File: config.mk
export PLATFORM = sky130hd
export DESIGN_NAME = video_planar
export DESIGN_NICKNAME = d
export VERILOG_FILES = /design/src/rtl/video_planar.sv
export SDC_FILE = /design/constraint.sdc
export NUM_CORES = 1
export LEC_CHECK = 0
export CORE_ASPECT_RATIO = 0.5
export CORE_MARGIN = 2
export CORE_UTILIZATION = 35
export CTS_BUF_LIST = sky130_fd_sc_hd__clkbuf_16
export CTS_CLUSTER_SIZE = 20
export DETAILED_ROUTE_END_ITERATION = 10
export GPL_ROUTABILITY_DRIVEN = 0
export GPL_TIMING_DRIVEN = 0
export PLACE_DENSITY_LB_ADDON = 0.15
export SLEW_MARGIN = 20
export SYNTH_ARGS = -nofsm -noshare
export SYNTH_HDL_FRONTEND = slang
export SYNTH_SLANG_ARGS = --single-unit
File: constraint.sdc
create_clock -name clock -period 1.6 [get_ports clock]
set_input_delay 0.4 -clock clock [delete_from_list [all_inputs] [get_ports clock]]
set_output_delay 0.4 -clock clock [all_outputs]
set_load 0.02 [all_outputs]
File: src/rtl/video_planar.sv
// Planar video serialiser: fetches one byte per colour plane into latches during
// a character period, transfers them into shift registers and emits one pixel per ce.
module video_planar #(
  parameter int PLANES = 3,
  parameter int SLOTS  = 8,
  parameter int BW     = 2
) (
  input  logic              clock,
  input  logic              reset,
  input  logic              hSync,
  input  logic              ce,
  input  logic              de,
  input  logic              altg,
  input  logic [PLANES-1:0] mask,
  input  logic [PLANES-1:0] border,
  input  logic [SLOTS-1:0]  d,
  output logic [PLANES-1:0] pixel,
  output logic              active,
  output logic [BW-1:0]     bank
);

  localparam int SW = $clog2(SLOTS);

  logic [SW-1:0]                   slot_q, slot_d;
  logic [PLANES-1:0][SLOTS-1:0]    latch_q, latch_d;
  logic [PLANES-1:0][SLOTS-1:0]    shift_q, shift_d;
  logic                            active_q, active_d;
  logic [SW-1:0]                   pair;

  always_ff @(posedge clock or negedge reset) begin
    if (!reset) begin
      slot_q   <= '0;
      latch_q  <= '0;
      shift_q  <= '0;
      active_q <= 1'b0;
    end else begin
      slot_q   <= slot_d;
      latch_q  <= latch_d;
      shift_q  <= shift_d;
      active_q <= active_d;
    end
  end

  // hSync clears the slot counter even when ce is low; SLOTS is a power of two so it wraps freely.
  always_comb begin
    slot_d = slot_q;
    if (hSync)   slot_d = '0;
    else if (ce) slot_d = slot_q + 1'b1;
  end

  always_comb begin
    latch_d = latch_q;
    for (int p = 0; p < PLANES; p++) begin
      if (ce && de && (slot_q == SW'(2 * p + 1))) latch_d[p] = d;
    end
  end

  // Without de at the transfer slot the registers keep shifting out zeros and
  // active drops, so latched data from a partial period is never shown.
  always_comb begin
    shift_d  = shift_q;
    active_d = active_q;
    if (ce) begin
      if ((slot_q == SW'(SLOTS - 1)) && de) begin
        shift_d  = latch_q;
        active_d = 1'b1;
      end else begin
        for (int p = 0; p < PLANES; p++) shift_d[p] = {shift_q[p][SLOTS-2:0], 1'b0};
        if (slot_q == SW'(SLOTS - 1)) active_d = 1'b0;
      end
    end
  end

  always_comb begin
    pixel = '0;
    for (int p = 0; p < PLANES; p++) begin
      pixel[p] = active_q ? (shift_q[p][SLOTS-1] & mask[p]) : border[p];
    end
  end

  assign active = active_q;

  // Each plane owns a slot pair; the last plane's pair can be redirected to the alternate green bank.
  always_comb begin
    pair = slot_q >> 1;
    bank = BW'(PLANES);
    if (int'(pair) < PLANES - 1)       bank = BW'(pair);
    else if (int'(pair) == PLANES - 1) bank = altg ? BW'(PLANES - 1) : BW'(PLANES);
  end

endmodule

==> summary.md, run 1 <==
- 4 — 1st-pass router iterations
- finished clean — outcome
- sky130_fd_sc_hd__dfrtp_1 — post-synth top area cell
- input port — startpoint types
- 271 — Final Net Count
- 677 — layout filler cell count
- 21 — Cell Rows
- 3630 um — detailed placement HPWL
- 0 — number of antenna violations at the first check in global routing
- in2async — worst hold path type
- 1100 nW/um^2 — P per Cell Area
- 2 — buffer depth of the longest clock path
- 52 — total number of clock tree sinks
- sky130_fd_sc_hd__dfrtp_1 — primary flip-flop cell chosen by synthesis mapping
- 1.56 ns — clock period minus final worst setup slack
- 20 — number of distinct library cells after synthesis
- 52 x sky130_fd_sc_hd__dfrtp_1, 25 x sky130_fd_sc_hd__mux2_2, 24 x sky130_fd_sc_hd__nand3_1, 24 x sky130_fd_sc_hd__nor2_1 — commonest cells in the synthesized netlist
- 1.32 nW — Pleak
- 1.16 ns — worst path arrival time
- 5.10 — via/cell ratio
- 5470 um — routed wire length
- 0 — GRT Residual Overflow
- 0.28 ns — clock insertion delay at the later pin of the skew report
- 2 — # H-tree levels
- 0 — Post-synth EDFFs
- 1734 — vias
- yes — setup repair after global routing missed its margin
- 26 — number of top-level pins
- 7710 sq um — Die ar.
- 22.1% — area added between synthesis and finish
- 1.00 — Async S/R FF share, synth
- 0.418 mV — Max IR drop VDD
- 53 — largest net degree at the start of global routing
- 116 — Starting DRT DRC Count
- 16.1 um — mean routed wirelength per cell
- 11.4 sq um — average cell area after synthesis
- in2out — crit path kind
- 0.363 — Initial Utilization
- 0.665 ns — Slew @ Worst Pin
- 0 — number of endpoints failing setup at the final stage
- output pin — Critical Path End Type
- 0 — DRC viols
- 0.557 — Worst slew margin
- sky130_fd_sc_hd__dfrtp_1 — most common cell in the synthesized netlist
- 122 um — floorplan die width
- 0.533 — sequential area share after synthesis
- 0 — number of max-slew violations in the final report
- 63.1 um — die height
- sky130_fd_sc_hd__dfrtp_1 53%, sky130_fd_sc_hd__mux2_2 12%, sky130_fd_sc_hd__a21bo_2 8.6%, sky130_fd_sc_hd__a31oi_1 5.4%, sky130_fd_sc_hd__nand3_1 4.9% — main area contributors after synthesis
- 2980 sq um — cell area after layout
- 0.977 — final worst-path cycle share
- 1.20 ns — critical path data required time
- 2810 sq um — Cell Area, Placed
- 0.533 — share of the synthesized area in the top cell type
- 0.06 ns — clock transition at the register clock pins on the worst setup and hold paths after CTS
- 0.640 GHz — fmax
- 9150 um — global-route wire length before repair
- 0 — count of endpoints failing hold in the final timing report
- 0.157 — overall global routing resource usage
- 25 — I/O Buffers
- 0 — max-cap check violation count
- 52 — register bit total from synthesis
- 0.00263 ns — clock skew
- yes — CTS tree
- 2440 sq um — netlist area before placement
- 5 — cts bufs inserted
- 0 — number of diodes
- 0 — number of synthesis warnings
- 0.10 ns — worst reg2reg setup slack
- 6730 sq um — core footprint
- 0 ns — Total Negative Setup Slacks
- 0 — remaining antenna violation count
- 0.327 — layout cells sized above 1
- 1733 — via count of the first global-routing pass
- 238 — Synthesized Nets
- 214 — Mapped Cells
- 1 — CP max FO
- sky130_fd_sc_hd__clkbuf_16 — root buffer cell
worst paths after layout:
path,startpoint,endpoint,cells past startpoint
worst max-delay path,mask[2],pixel[2],4
worst min-delay path,reset,shift_q[16],1
worst max register to register,slot_q[0],latch_q[2],4
worst min register to register,latch_q[15],latch_q[15],1
max in group asynchronous,reset,slot_q[2],1
min in group clock,latch_q[15],latch_q[15],1
registers in the layout, indices dropped and copies added (netlist names):
register / cells
latch_q: 24
shift_q: 24
slot_q: 3
active: 1
per-stage QoR:
stage	hold slack, ns	setup slack [ns]	utilization	power, mW	instances
6_report	0.135	0.0363	0.443	3.28	340
5_1_grt	0.189	-0.00178	0.443	3.47	340
4_1_cts	0.172	0.000196	0.438	3.31	339
3_5_place_dp	0.482	-0.456	0.417	2.29	331
3_3_place_gp	0.490	-1.46	0.418	2.27	331
2_1_floorplan	0.104	0.0590	-	2.06	214
layer usage:
metal,vias up,routed length [um],global-route usage
li1,830,-,-
met1,854,2810,0.233
met2,46,2280,0.229
met3,4,329,0.0371
met4,0,56,0.0431
met5,-,0,0
cell families after synthesis:
logic type	after synthesis	synth area share
simple gates	56	0.116
flops	52	0.533
compound gates	51	0.162
buf+inv	25	0.0507
mux	25	0.115
fa+ha+maj	4	0.0205
xor+xnor	1	0.00358
layout by cell type (no fill, tap or decap), types with 2 or more instances in the layout:
master and instances:
sky130_fd_sc_hd__a211oi_1 2, sky130_fd_sc_hd__a21bo_2 21, sky130_fd_sc_hd__a31oi_1 21, sky130_fd_sc_hd__buf_2 12, sky130_fd_sc_hd__buf_4 7, sky130_fd_sc_hd__buf_6 2, sky130_fd_sc_hd__clkbuf_16 5, sky130_fd_sc_hd__clkbuf_4 2
sky130_fd_sc_hd__clkdlybuf4s50_1 16, sky130_fd_sc_hd__dfrtp_1 51, sky130_fd_sc_hd__dlygate4sd2_1 2, sky130_fd_sc_hd__dlymetal6s2s_1 2, sky130_fd_sc_hd__ha_1 2, sky130_fd_sc_hd__inv_1 9, sky130_fd_sc_hd__mux2_2 25, sky130_fd_sc_hd__nand2_1 5
sky130_fd_sc_hd__nand3_1 24, sky130_fd_sc_hd__nor2_1 24, sky130_fd_sc_hd__o21ai_1 3, sky130_fd_sc_hd__o22ai_1 3
where the power goes:
part / switching (mW) / total, mW / internal (mW)
sequential: 0.136 / 1.70 / 1.56
clock: 0.450 / 1.02 / 0.569
combinational: 0.238 / 0.562 / 0.324
what timing repair did:
item	4_1_cts	5_1_grt
resized for setup	30	12
gates cloned	0	0
buffers inserted	1	1
hold buffers	0	0
setup endpoints to repair	34	26
pin swaps	0	1
hold endpoints to repair	0	0
worst max-delay path, stage by stage:
cell                              delay [ns]
sky130_fd_sc_hd__clkdlybuf4s50_1        0.45
sky130_fd_sc_hd__nand3_1                0.07
sky130_fd_sc_hd__o21ai_1                0.08
sky130_fd_sc_hd__buf_2                  0.17
final cells by class:
type | instances | area, sq um | share of cell area
sequential | 52 | 1300 | 0.437
multi-input combinational | 137 | 1040 | 0.349
timing repair buffer | 27 | 250 | 0.0839
clock buffer | 5 | 125 | 0.0419
tap | 92 | 115 | 0.0386
buffer | 16 | 103 | 0.0344
inverter | 8 | 30.0 | 0.0101
clock inverter | 3 | 15.0 | 0.00503
Power figures use the tool's default switching activity.
==> run 2, diff against run 1 <==
- CORE_ASPECT_RATIO: 0.5 -> 1.5
==> run 2 against run 1 <==
  * Global-route usage is essentially flat
  * Register-to-register slack lost 0.02 ns
  * First-iteration DRC count shrank 38%
  * Combinational power is essentially flat
  * Non-clock buffer count is the same
  * Utilization shrank 0.70 points
  * Count of clock-buffer cells in the layout is the same
  * Routed wire length grew 3.0%
  * Maximum frequency shrank 0.37%
  * Clock power is essentially flat
  * Die area shrank 0.35%
  * Critical path type unchanged
==> summary.md, run 2 (synthesis results as in run 1) <==
- 0.637 GHz — fmax, -0.37%
- 0.29 ns — clock insertion delay at the later pin of the skew report, about the same
- 51 x sky130_fd_sc_hd__dfrtp_1, 25 x sky130_fd_sc_hd__mux2_2, 24 x sky130_fd_sc_hd__nand3_1, 24 x sky130_fd_sc_hd__nor2_1 — highest-count cells in the layout ignoring fill and taps
- sky130_fd_sc_hd__clkbuf_16 — root buffer cell
- 0 — max-cap check violation count, unchanged
- 0 — remaining antenna violation count, unchanged
- 0.359 — Initial Utilization, -0.00421
- 2 — buffer depth of the longest clock path, unchanged
- 0 — number of hold buffers added after cts, unchanged
- 3740 um — detailed placement HPWL, +3.2%
- 0 — DRC viols, unchanged
- 0.981 — final worst-path cycle share, +0.00367
- 7680 sq um — Die ar., -0.35%
- 17.3 um — mean routed wirelength per cell, +7.5%
- 37 — Cell Rows, +76%
- 26 — number of top-level pins, unchanged
- 5.26 — via/cell ratio, +3.2%
- 1.17 ns — worst path arrival time, about the same
- 6810 sq um — core footprint, +1.2%
- 0.462 mV — Max IR drop VDD, +10%
- 72 — Starting DRT DRC Count, -38%
- 1.20 ns — critical path data required time, about the same
- sky130_fd_sc_hd__dfrtp_1 — most common cell after layout, fill and taps aside
- 0.682 ns — Slew @ Worst Pin, +0.0169 ns
- 2790 sq um — Cell Area, Placed, -0.62%
- 1725 — via count of the first global-routing pass, -0.46%
- 1110 nW/um^2 — P per Cell Area, +1.0%
- in2out — crit path kind
- 0.00333 ns — clock skew, +0.000705 ns
- 1 — CP max FO, unchanged
- 0 — number of max-slew violations in the final report, unchanged
- 0 — number of antenna violations at the first check in global routing, unchanged
- output pin — Critical Path End Type
- 271 — Final Net Count, unchanged
- latch_q x24, shift_q x24, slot_q x3 — top flop regs
- 0 — number of endpoints failing setup at the final stage, unchanged
- 0.157 — overall global routing resource usage, +0.000185
- no — setup repair after global routing missed its margin
- 0 — number of diodes, unchanged
- 5640 um — routed wire length, +3.0%
- 0.07 ns — clock transition at the register clock pins on the worst setup and hold paths after CTS, about the same
- 1715 — vias, -1.1%
- in2async — worst hold path type
- 52 — total number of clock tree sinks, unchanged
- 3.30 mW — Final Total Pwr, +0.60%
- 53 — largest net degree at the start of global routing, unchanged
- 1.57 ns — clock period minus final worst setup slack, +0.00587 ns
- 25 — I/O Buffers, unchanged
- 72.2 um — floorplan die width, -41%
- 0.546 — Worst slew margin, -0.0113
- 21.6% — area added between synthesis and finish
- 1.32 nW — Pleak, +0.13%
- 4 — depth of the worst register-to-register path, unchanged
- finished clean — outcome
- 5 — cts bufs inserted, unchanged
- 4 — 1st-pass router iterations, unchanged
- 0.327 — layout cells sized above 1, unchanged
- 106 um — die height, +69%
- input port — startpoint types
- 0 — count of endpoints failing hold in the final timing report, unchanged
- 0 — GRT Residual Overflow, unchanged
- yes — CTS tree
- 9180 um — global-route wire length before repair, +0.31%
- 2970 sq um — cell area after layout, -0.42%
- 2 — # H-tree levels, unchanged
[run 2: worst paths after layout]
path                        startpoint           to  slack (ns)
max                            mask[1]     pixel[1]        0.03
min                              reset   latch_q[8]        0.15
max reg2reg                  slot_q[1]  latch_q[12]        0.08
min reg2reg                latch_q[15]  latch_q[15]        0.51
max in group asynchronous        reset    slot_q[2]        0.97
min in group clock         latch_q[15]  latch_q[15]        0.51
[run 2: critical path, stage by stage]
cell	delay, ns
sky130_fd_sc_hd__clkdlybuf4s50_1	0.46
sky130_fd_sc_hd__nand3_1	0.07
sky130_fd_sc_hd__o21ai_1	0.08
sky130_fd_sc_hd__buf_2	0.17
[run 2: timing repair]
item | in CTS | in global routing
resized for setup | 34 | 8
setup buffers | 2 | 0
pin swaps | 0 | 1
gates cloned | 0 | 0
setup endpoints to repair | 34 | 13
[run 2: where the power goes]
part,switching [mW],internal (mW),total (mW)
sequential,0.130,1.56,1.69
combinational,0.239,0.325,0.563
clock,0.473,0.570,1.04
total,0.843,2.45,3.30
[run 2: layout make-up]
cell class,instances,area [sq um]
Tap cell,78,97.6
Sequential cell,52,1300
Multi-Input combinational cell,137,1040
Inverter,8,30.0
Timing Repair Buffer,27,249
Fill cell,653,3830
Buffer,16,111
Clock buffer,5,125
Clock inverter,3,15.0
[run 2: per-layer routing]
metal	vias up	track usage	share of wire	wire length, um
li1	825	-	-	-
met1	863	0.190	0.44	2480
met2	21	0.280	0.52	2950
met3	6	0.0209	0.022	123
met4	0	0.0553	0.015	85
met5	-	0	0	0
[run 2: through the flow]
step	util	hold WS [ns]	setup TNS, ns	setup WS (ns)	instances
final	0.436	0.151	0	0.0304	326
after global routing	0.436	0.213	0	0.00145	326
after CTS	0.433	0.182	0	0.00154	326
after detailed placement	0.410	0.494	-11.17	-0.457	317
after global placement	0.410	0.489	-92.40	-1.58	317
after floorplan	-	0.104	0	0.0590	214
